## config.mk

```make
export PLATFORM = sky130hd
export DESIGN_NAME = ecpeta_error_monitor
export DESIGN_NICKNAME = d
export VERILOG_FILES = /design/src/rtl/ecpeta_mon_pkg.sv /design/src/rtl/ecpeta_ed_calc.sv /design/src/rtl/ecpeta_error_monitor.sv
export SDC_FILE = /design/constraint.sdc
export NUM_CORES = 1
export LEC_CHECK = 0
export BUFFER_PORTS_ARGS = -buffer_cell sky130_fd_sc_hd__clkbuf_2
export CORE_MARGIN = 2
export CORE_UTILIZATION = 60
export CTS_BUF_LIST = sky130_fd_sc_hd__clkbuf_4
export CTS_CLUSTER_DIAMETER = 150
export DETAILED_ROUTE_END_ITERATION = 10
export HOLD_SLACK_MARGIN = 0.12
export MAX_ROUTING_LAYER = met4
export PLACE_DENSITY = 0.83
export SLEW_MARGIN = 5
export SYNTH_ARGS = -nofsm -noshare
export SYNTH_HDL_FRONTEND = slang
export SYNTH_HIERARCHICAL = 1
export SYNTH_SLANG_ARGS = --single-unit
```

## constraint.sdc

```tcl
create_clock -name clk -period 7.23 [get_ports clk]
set_input_delay 0.723 -clock clk [delete_from_list [all_inputs] [get_ports clk]]
set_output_delay 0.723 -clock clk [all_outputs]
set_load 0.01 [all_outputs]
```

## src/rtl/ecpeta_mon_pkg.sv

```systemverilog
// Shared types, default sizes and helpers for the ECPETA approximate-adder monitors.
package ecpeta_mon_pkg;

  localparam int unsigned DEF_N     = 16;
  localparam int unsigned DEF_K     = 9;
  localparam int unsigned DEF_CNT_W = 32;
  localparam int unsigned DEF_ACC_W = 48;

  typedef enum logic [1:0] {
    IDLE   = 2'd0,
    RUN    = 2'd1,
    DRAIN  = 2'd2,
    REPORT = 2'd3
  } mon_state_e;

  localparam logic [1:0] ST_IDLE   = 2'(IDLE);
  localparam logic [1:0] ST_RUN    = 2'(RUN);
  localparam logic [1:0] ST_DRAIN  = 2'(DRAIN);
  localparam logic [1:0] ST_REPORT = 2'(REPORT);

  // Adds inc to acc and clamps at max_val; callers keep acc <= max_val.
  function automatic logic [63:0] sat_add(input logic [63:0] acc,
                                          input logic [63:0] inc,
                                          input logic [63:0] max_val);
    logic [64:0] sum_s;
    sum_s = {1'b0, acc} + {1'b0, inc};
    if (sum_s > {1'b0, max_val}) begin
      return max_val;
    end else begin
      return sum_s[63:0];
    end
  endfunction

endpackage

```

## src/rtl/ecpeta_ed_calc.sv

```systemverilog
// Registered error-distance stage: exact sum of a and b and its absolute distance from approx_sum.
module ecpeta_ed_calc
  import ecpeta_mon_pkg::*;
#(
  parameter int unsigned N = DEF_N
) (
  input  logic         clk,
  input  logic         rst,
  input  logic         in_valid,
  input  logic [N-1:0] a,
  input  logic [N-1:0] b,
  input  logic [N-1:0] approx_sum,
  output logic         out_valid,
  output logic [N:0]   ed
);

  logic [N:0] exact_s;
  logic [N:0] approx_s;
  logic [N:0] ed_s;
  logic       out_valid_r;
  logic [N:0] ed_r;

  // Exact sum keeps the carry-out so a dropped carry shows up as a 2**N distance.
  always_comb begin
    exact_s  = {1'b0, a} + {1'b0, b};
    approx_s = {1'b0, approx_sum};
    if (exact_s >= approx_s) begin
      ed_s = exact_s - approx_s;
    end else begin
      ed_s = approx_s - exact_s;
    end
  end

  // Pipeline register; ed only moves when a new sample enters.
  always_ff @(posedge clk or posedge rst) begin
    if (rst) begin
      out_valid_r <= 1'b0;
      ed_r        <= {(N+1){1'b0}};
    end else begin
      out_valid_r <= in_valid;
      if (in_valid) begin
        ed_r <= ed_s;
      end
    end
  end

  assign out_valid = out_valid_r;
  assign ed        = ed_r;

endmodule

```

## src/rtl/ecpeta_error_monitor.sv

```systemverilog
// ECPETA approximate-adder error monitor: collects error-distance statistics over a start/stop window.
// Define ECPETA_MON_SPLIT_EN to enable the lower/upper-range error counters (tied to 0 otherwise).
module ecpeta_error_monitor
  import ecpeta_mon_pkg::*;
#(
  parameter int unsigned N     = DEF_N,
  parameter int unsigned K     = DEF_K,
  parameter int unsigned CNT_W = DEF_CNT_W,
  parameter int unsigned ACC_W = DEF_ACC_W
) (
  input  logic             clk,
  input  logic             rst,
  input  logic             start,
  input  logic             stop,
  input  logic             in_valid,
  output logic             in_ready,
  input  logic [N-1:0]     a,
  input  logic [N-1:0]     b,
  input  logic [N-1:0]     approx_sum,
  output logic             report_valid,
  input  logic             report_ready,
  output logic [CNT_W-1:0] sample_count,
  output logic [CNT_W-1:0] error_count,
  output logic [N:0]       max_ed,
  output logic [ACC_W-1:0] sum_ed,
  output logic [CNT_W-1:0] lo_err_count,
  output logic [CNT_W-1:0] hi_err_count
);

  localparam logic [63:0] CNT_MAX = 64'((65'd1 << CNT_W) - 65'd1);
  localparam logic [63:0] ACC_MAX = 64'((65'd1 << ACC_W) - 65'd1);

  logic [1:0]       state_r;
  logic [1:0]       state_next_s;
  logic             in_ready_r;
  logic             report_valid_r;
  logic             accept_s;
  logic             clear_s;
  logic             s1_valid_s;
  logic [N:0]       s1_ed_s;
  logic             ed_nz_s;
  logic [CNT_W-1:0] sample_count_r;
  logic [CNT_W-1:0] error_count_r;
  logic [ACC_W-1:0] sum_ed_r;
  logic [N:0]       max_ed_r;

  assign accept_s = in_valid && in_ready_r;
  assign clear_s  = (state_r == ST_IDLE) && start;
  assign ed_nz_s  = (s1_ed_s != {(N+1){1'b0}});

  ecpeta_ed_calc #(
    .N (N)
  ) u_ed_calc (
    .clk        (clk),
    .rst        (rst),
    .in_valid   (accept_s),
    .a          (a),
    .b          (b),
    .approx_sum (approx_sum),
    .out_valid  (s1_valid_s),
    .ed         (s1_ed_s)
  );

  // Window FSM; DRAIN waits until no accepted sample is still in the pipeline.
  always_comb begin
    state_next_s = state_r;
    case (state_r)
      ST_IDLE: begin
        if (start) state_next_s = ST_RUN;
        else       state_next_s = ST_IDLE;
      end
      ST_RUN: begin
        if (stop) state_next_s = ST_DRAIN;
        else      state_next_s = ST_RUN;
      end
      ST_DRAIN: begin
        if (!accept_s && !s1_valid_s) state_next_s = ST_REPORT;
        else                          state_next_s = ST_DRAIN;
      end
      ST_REPORT: begin
        if (report_ready) state_next_s = ST_IDLE;
        else              state_next_s = ST_REPORT;
      end
      default: state_next_s = ST_IDLE;
    endcase
  end

  // State and handshake flags, registered from the next state so they line up with it.
  always_ff @(posedge clk or posedge rst) begin
    if (rst) begin
      state_r        <= ST_IDLE;
      in_ready_r     <= 1'b0;
      report_valid_r <= 1'b0;
    end else begin
      state_r        <= state_next_s;
      in_ready_r     <= (state_next_s == ST_RUN);
      report_valid_r <= (state_next_s == ST_REPORT);
    end
  end

  // Statistics stage: cleared on start, updated once per sample leaving stage 1.
  always_ff @(posedge clk or posedge rst) begin
    if (rst) begin
      sample_count_r <= {CNT_W{1'b0}};
      error_count_r  <= {CNT_W{1'b0}};
      sum_ed_r       <= {ACC_W{1'b0}};
      max_ed_r       <= {(N+1){1'b0}};
    end else if (clear_s) begin
      sample_count_r <= {CNT_W{1'b0}};
      error_count_r  <= {CNT_W{1'b0}};
      sum_ed_r       <= {ACC_W{1'b0}};
      max_ed_r       <= {(N+1){1'b0}};
    end else if (s1_valid_s) begin
      sample_count_r <= CNT_W'(sat_add(64'(sample_count_r), 64'd1, CNT_MAX));
      error_count_r  <= CNT_W'(sat_add(64'(error_count_r), 64'(ed_nz_s), CNT_MAX));
      sum_ed_r       <= ACC_W'(sat_add(64'(sum_ed_r), 64'(s1_ed_s), ACC_MAX));
      if (s1_ed_s > max_ed_r) begin
        max_ed_r <= s1_ed_s;
      end
    end
  end

`ifdef ECPETA_MON_SPLIT_EN
  localparam logic [N:0] LO_LIMIT = {{N{1'b0}}, 1'b1} << K;

  logic [CNT_W-1:0] lo_err_count_r;
  logic [CNT_W-1:0] hi_err_count_r;
  logic             lo_hit_s;

  assign lo_hit_s = (s1_ed_s < LO_LIMIT);

  // Erroneous samples split by whether the distance stays inside the approximate lower part.
  always_ff @(posedge clk or posedge rst) begin
    if (rst) begin
      lo_err_count_r <= {CNT_W{1'b0}};
      hi_err_count_r <= {CNT_W{1'b0}};
    end else if (clear_s) begin
      lo_err_count_r <= {CNT_W{1'b0}};
      hi_err_count_r <= {CNT_W{1'b0}};
    end else if (s1_valid_s && ed_nz_s) begin
      if (lo_hit_s) begin
        lo_err_count_r <= CNT_W'(sat_add(64'(lo_err_count_r), 64'd1, CNT_MAX));
      end else begin
        hi_err_count_r <= CNT_W'(sat_add(64'(hi_err_count_r), 64'd1, CNT_MAX));
      end
    end
  end

  assign lo_err_count = lo_err_count_r;
  assign hi_err_count = hi_err_count_r;
`else
  assign lo_err_count = {CNT_W{1'b0}};
  assign hi_err_count = {CNT_W{1'b0}};
`endif

  assign in_ready     = in_ready_r;
  assign report_valid = report_valid_r;
  assign sample_count = sample_count_r;
  assign error_count  = error_count_r;
  assign sum_ed       = sum_ed_r;
  assign max_ed       = max_ed_r;

endmodule

```

==> flow_metrics.tcl <==
set metrics [dict create \
    grt_pass1_vias 10870 \
    power_leakage_uw 0.006174 \
    drt_iter0_markers 904 \
    cp_slowest_cell "a21oi_1" \
    synthArstFlopShare 1.000 \
    tritoncts "yes" \
    routed_wl_um 33240 \
    finalHoldViolations 0 \
    clkSinkCount 151 \
    dieHeight_um 147.6 \
    synth_cell_type_count 102 \
    cts-root-buf "clkbuf_4" \
    synth_top_area_share 0.3056 \
    worst_slew_pin_slew_ns 1.270 \
    syn_avg_cell_area_sq_um 8.326 \
    dp_hpwl_um 24290 \
    cap_violations 0 \
    vias 11980 \
    slew_viol_final 0 \
    vias_per_cell 6.301 \
    r2r_cells 12 \
    status "finished clean" \
    regToRegStartpoint "u_ed_calc/ed[8]" \
    dieArea_sq_mm 0.02177 \
    fin_tns_setup_ns 0 \
    synthCells 1485 \
    yosysMostFrequentCell "dfrtp_1" \
    rsz0062_at_grt "no" \
    finClkSkew_ns 0.02292 \
    synth-edff-count 0 \
    netlist_top_cells_area "dfrtp_1, ha_1, a21oi_1, o21ai_0, buf_4" \
    syn_to_final_growth_pct 7.478 \
    hold_buffers 0 \
    ctsResizeCount 0 \
    yosysTopAreaCell "dfrtp_1" \
    cts_buffers 17 \
    ys_ff_latch 151 \
    groute.usage.overall 0.3059 \
    nFillCells 1747 \
    start_util 0.6111 \
    synthFlopType "dfrtp_1" \
    max_freq_mhz 202.1 \
    reg2reg_slack_ns 3.39 \
    fin_crit_sh 0.6843 \
    gp_congestion 0.9674 \
    cpMostUsedCell "a21oi_1" \
    core_sq_mm 0.02023 \
    first_pass_iters 8 \
    seq_area_frac_synth 0.3056 \
    die_x_um 147.6 \
    finalSetupViolations 0 \
    drc 0 \
    wl_per_cell_um 17.48 \
    total_power_uw 3687 \
    path_depth 19 \
    grt-ovfl-total 0 \
    num_rows 52 \
    postCtsSetupRepairBufs 0 \
    fin_nets 1762 \
    arrival_ns 5.39 \
    crit_fanout 12 \
    ant_nets 0 \
    path_buf_inv 1 \
    synth_commonest_cells "dfrtp_1, a21oi_1, o21ai_0" \
    slowest_delay_ns 0.69 \
    powerDensity_mw_per_mm2 277.4 \
    grt_max_degree 93 \
    h-tree-depth 4 \
    r2r-end "error_count[11]" \
    grt_antenna_before_repair 1 \
    worstPathCellList "clkbuf_2 > ha_1 > fa_1 > a211oi_2 > o21ai_1 > o31a_1 > a21oi_1 > o21bai_1 > a21oi_1 > xnor2_1 > ha_1 > nand3_1 > nor2_1 > a41o_1 > a31o_2 > a21oi_1 > nand2_1 > o311ai_1 > o211ai_1" \
    port_buffers 184 \
    fin_util 0.6568 \
    critPathKind "input pin to flop" \
    cts_buffer_depth 2 \
    yosysWarnings 6 \
    cp-end-kind "flop" \
    hold_path.class "input pin to async pin" \
    drive_gt1_frac 0.1699 \
    cp-start-kind "input pin" \
    io_pins 249 \
    syn-cell-area_sq_mm 0.01236 \
    worstPathRequired_ns 7.67 \
    slew-limit-headroom 0.1495 \
    vdd_ir_drop_max_mv 0.1423 \
    cts.reportedPaths.clkPinSlew_ns 0.15 \
    grt_first_pass_wirelength_um 53670 \
    fin_crit_ns 4.947 \
    cpLargestDelayFamily "compound AO/OA/AOI/OAI gates" \
    clock_latency_ns 0.58 \
]
-- registers in the layout, indices dropped and copies added (netlist names) --
name	cells
u_ed_calc/out_valid	1
state_r	2
report_valid	1
error_count	32
u_ed_calc/ed	17
sample_count	32
max_ed	17
in_ready	1
sum_ed	48
-- power breakdown --
group          total (uW)  switching [uW]  leakage (uW)  internal [uW]
logic                1930            1180       0.00400            750
clock network         529             319      0.000142            210
registers            1230             230       0.00203            998
-- cell type report --
cell class	instances	area [sq um]	area share
multi-input combinational	1175	7612	0.5728
sequential	151	3780	0.2844
timing repair buffer	191	973.4	0.07325
tap	270	337.8	0.02542
inverter	81	309.0	0.02326
clock buffer	19	142.6	0.01073
clock inverter	13	131.4	0.009886
antenna	1	2.502	0.0001883
-- logic make-up after synthesis --
group           after synthesis  share of synthesized area
buf+inv                     222                    0.09826
mux                           3                   0.002429
fa+ha+maj                    91                    0.09452
other cells                   1                  0.0003033
simple gates                498                     0.2161
flops                       151                     0.3056
xor+xnor                     34                    0.02408
compound gates              485                     0.2588
-- per-stage QoR --
stage                     area (sq um)  setup WS, ns  std cells  hold slack (ns)
final                            13290         2.283       1901           0.2338
after global routing             13290         1.970       1901           0.2443
after CTS                        13290         2.351       1900           0.2217
after detailed placement         13010         1.748       1868           0.5202
after global placement           13010         1.889       1868           0.4950
after floorplan                  12600         2.561       1548           0.4858
-- placed cells by master (no fill, tap or decap), types with 27 or more instances in the layout --
cell / n
inv_1: 79
nor2_1: 101
a21oi_1: 137
nand4_1: 27
conb_1: 64
a311oi_1: 28
dfrtp_1: 150
clkbuf_2: 184
nand2_1: 77
ha_1: 87
a31oi_1: 42
nand3_1: 78
nor3_1: 51
a21o_1: 33
and3_1: 44
o21ai_0: 103
-- how the worst max path moves through the flow --
stage | from | endpoint | slack, ns
2_1_floorplan | a[0] | u_ed_calc/ed[3] | 2.56
3_3_place_gp | a[0] | u_ed_calc/ed[14] | 1.89
3_5_place_dp | a[0] | u_ed_calc/ed[14] | 1.75
4_1_cts | a[0] | u_ed_calc/ed[14] | 2.35
5_1_grt | a[0] | u_ed_calc/ed[14] | 1.97
6_report | a[0] | u_ed_calc/ed[14] | 2.28
-- metal layers --
metal | wire length (um) | global-route usage | up-vias
met4 | 1141 | 0.1322 | 0
met5 | 0 | - | -
met2 | 15570 | 0.4800 | 526
li1 | - | - | 5653
met1 | 14180 | 0.3999 | 5724
met3 | 2348 | 0.04012 | 76
Note: power is estimated with default switching activity, not from simulation.
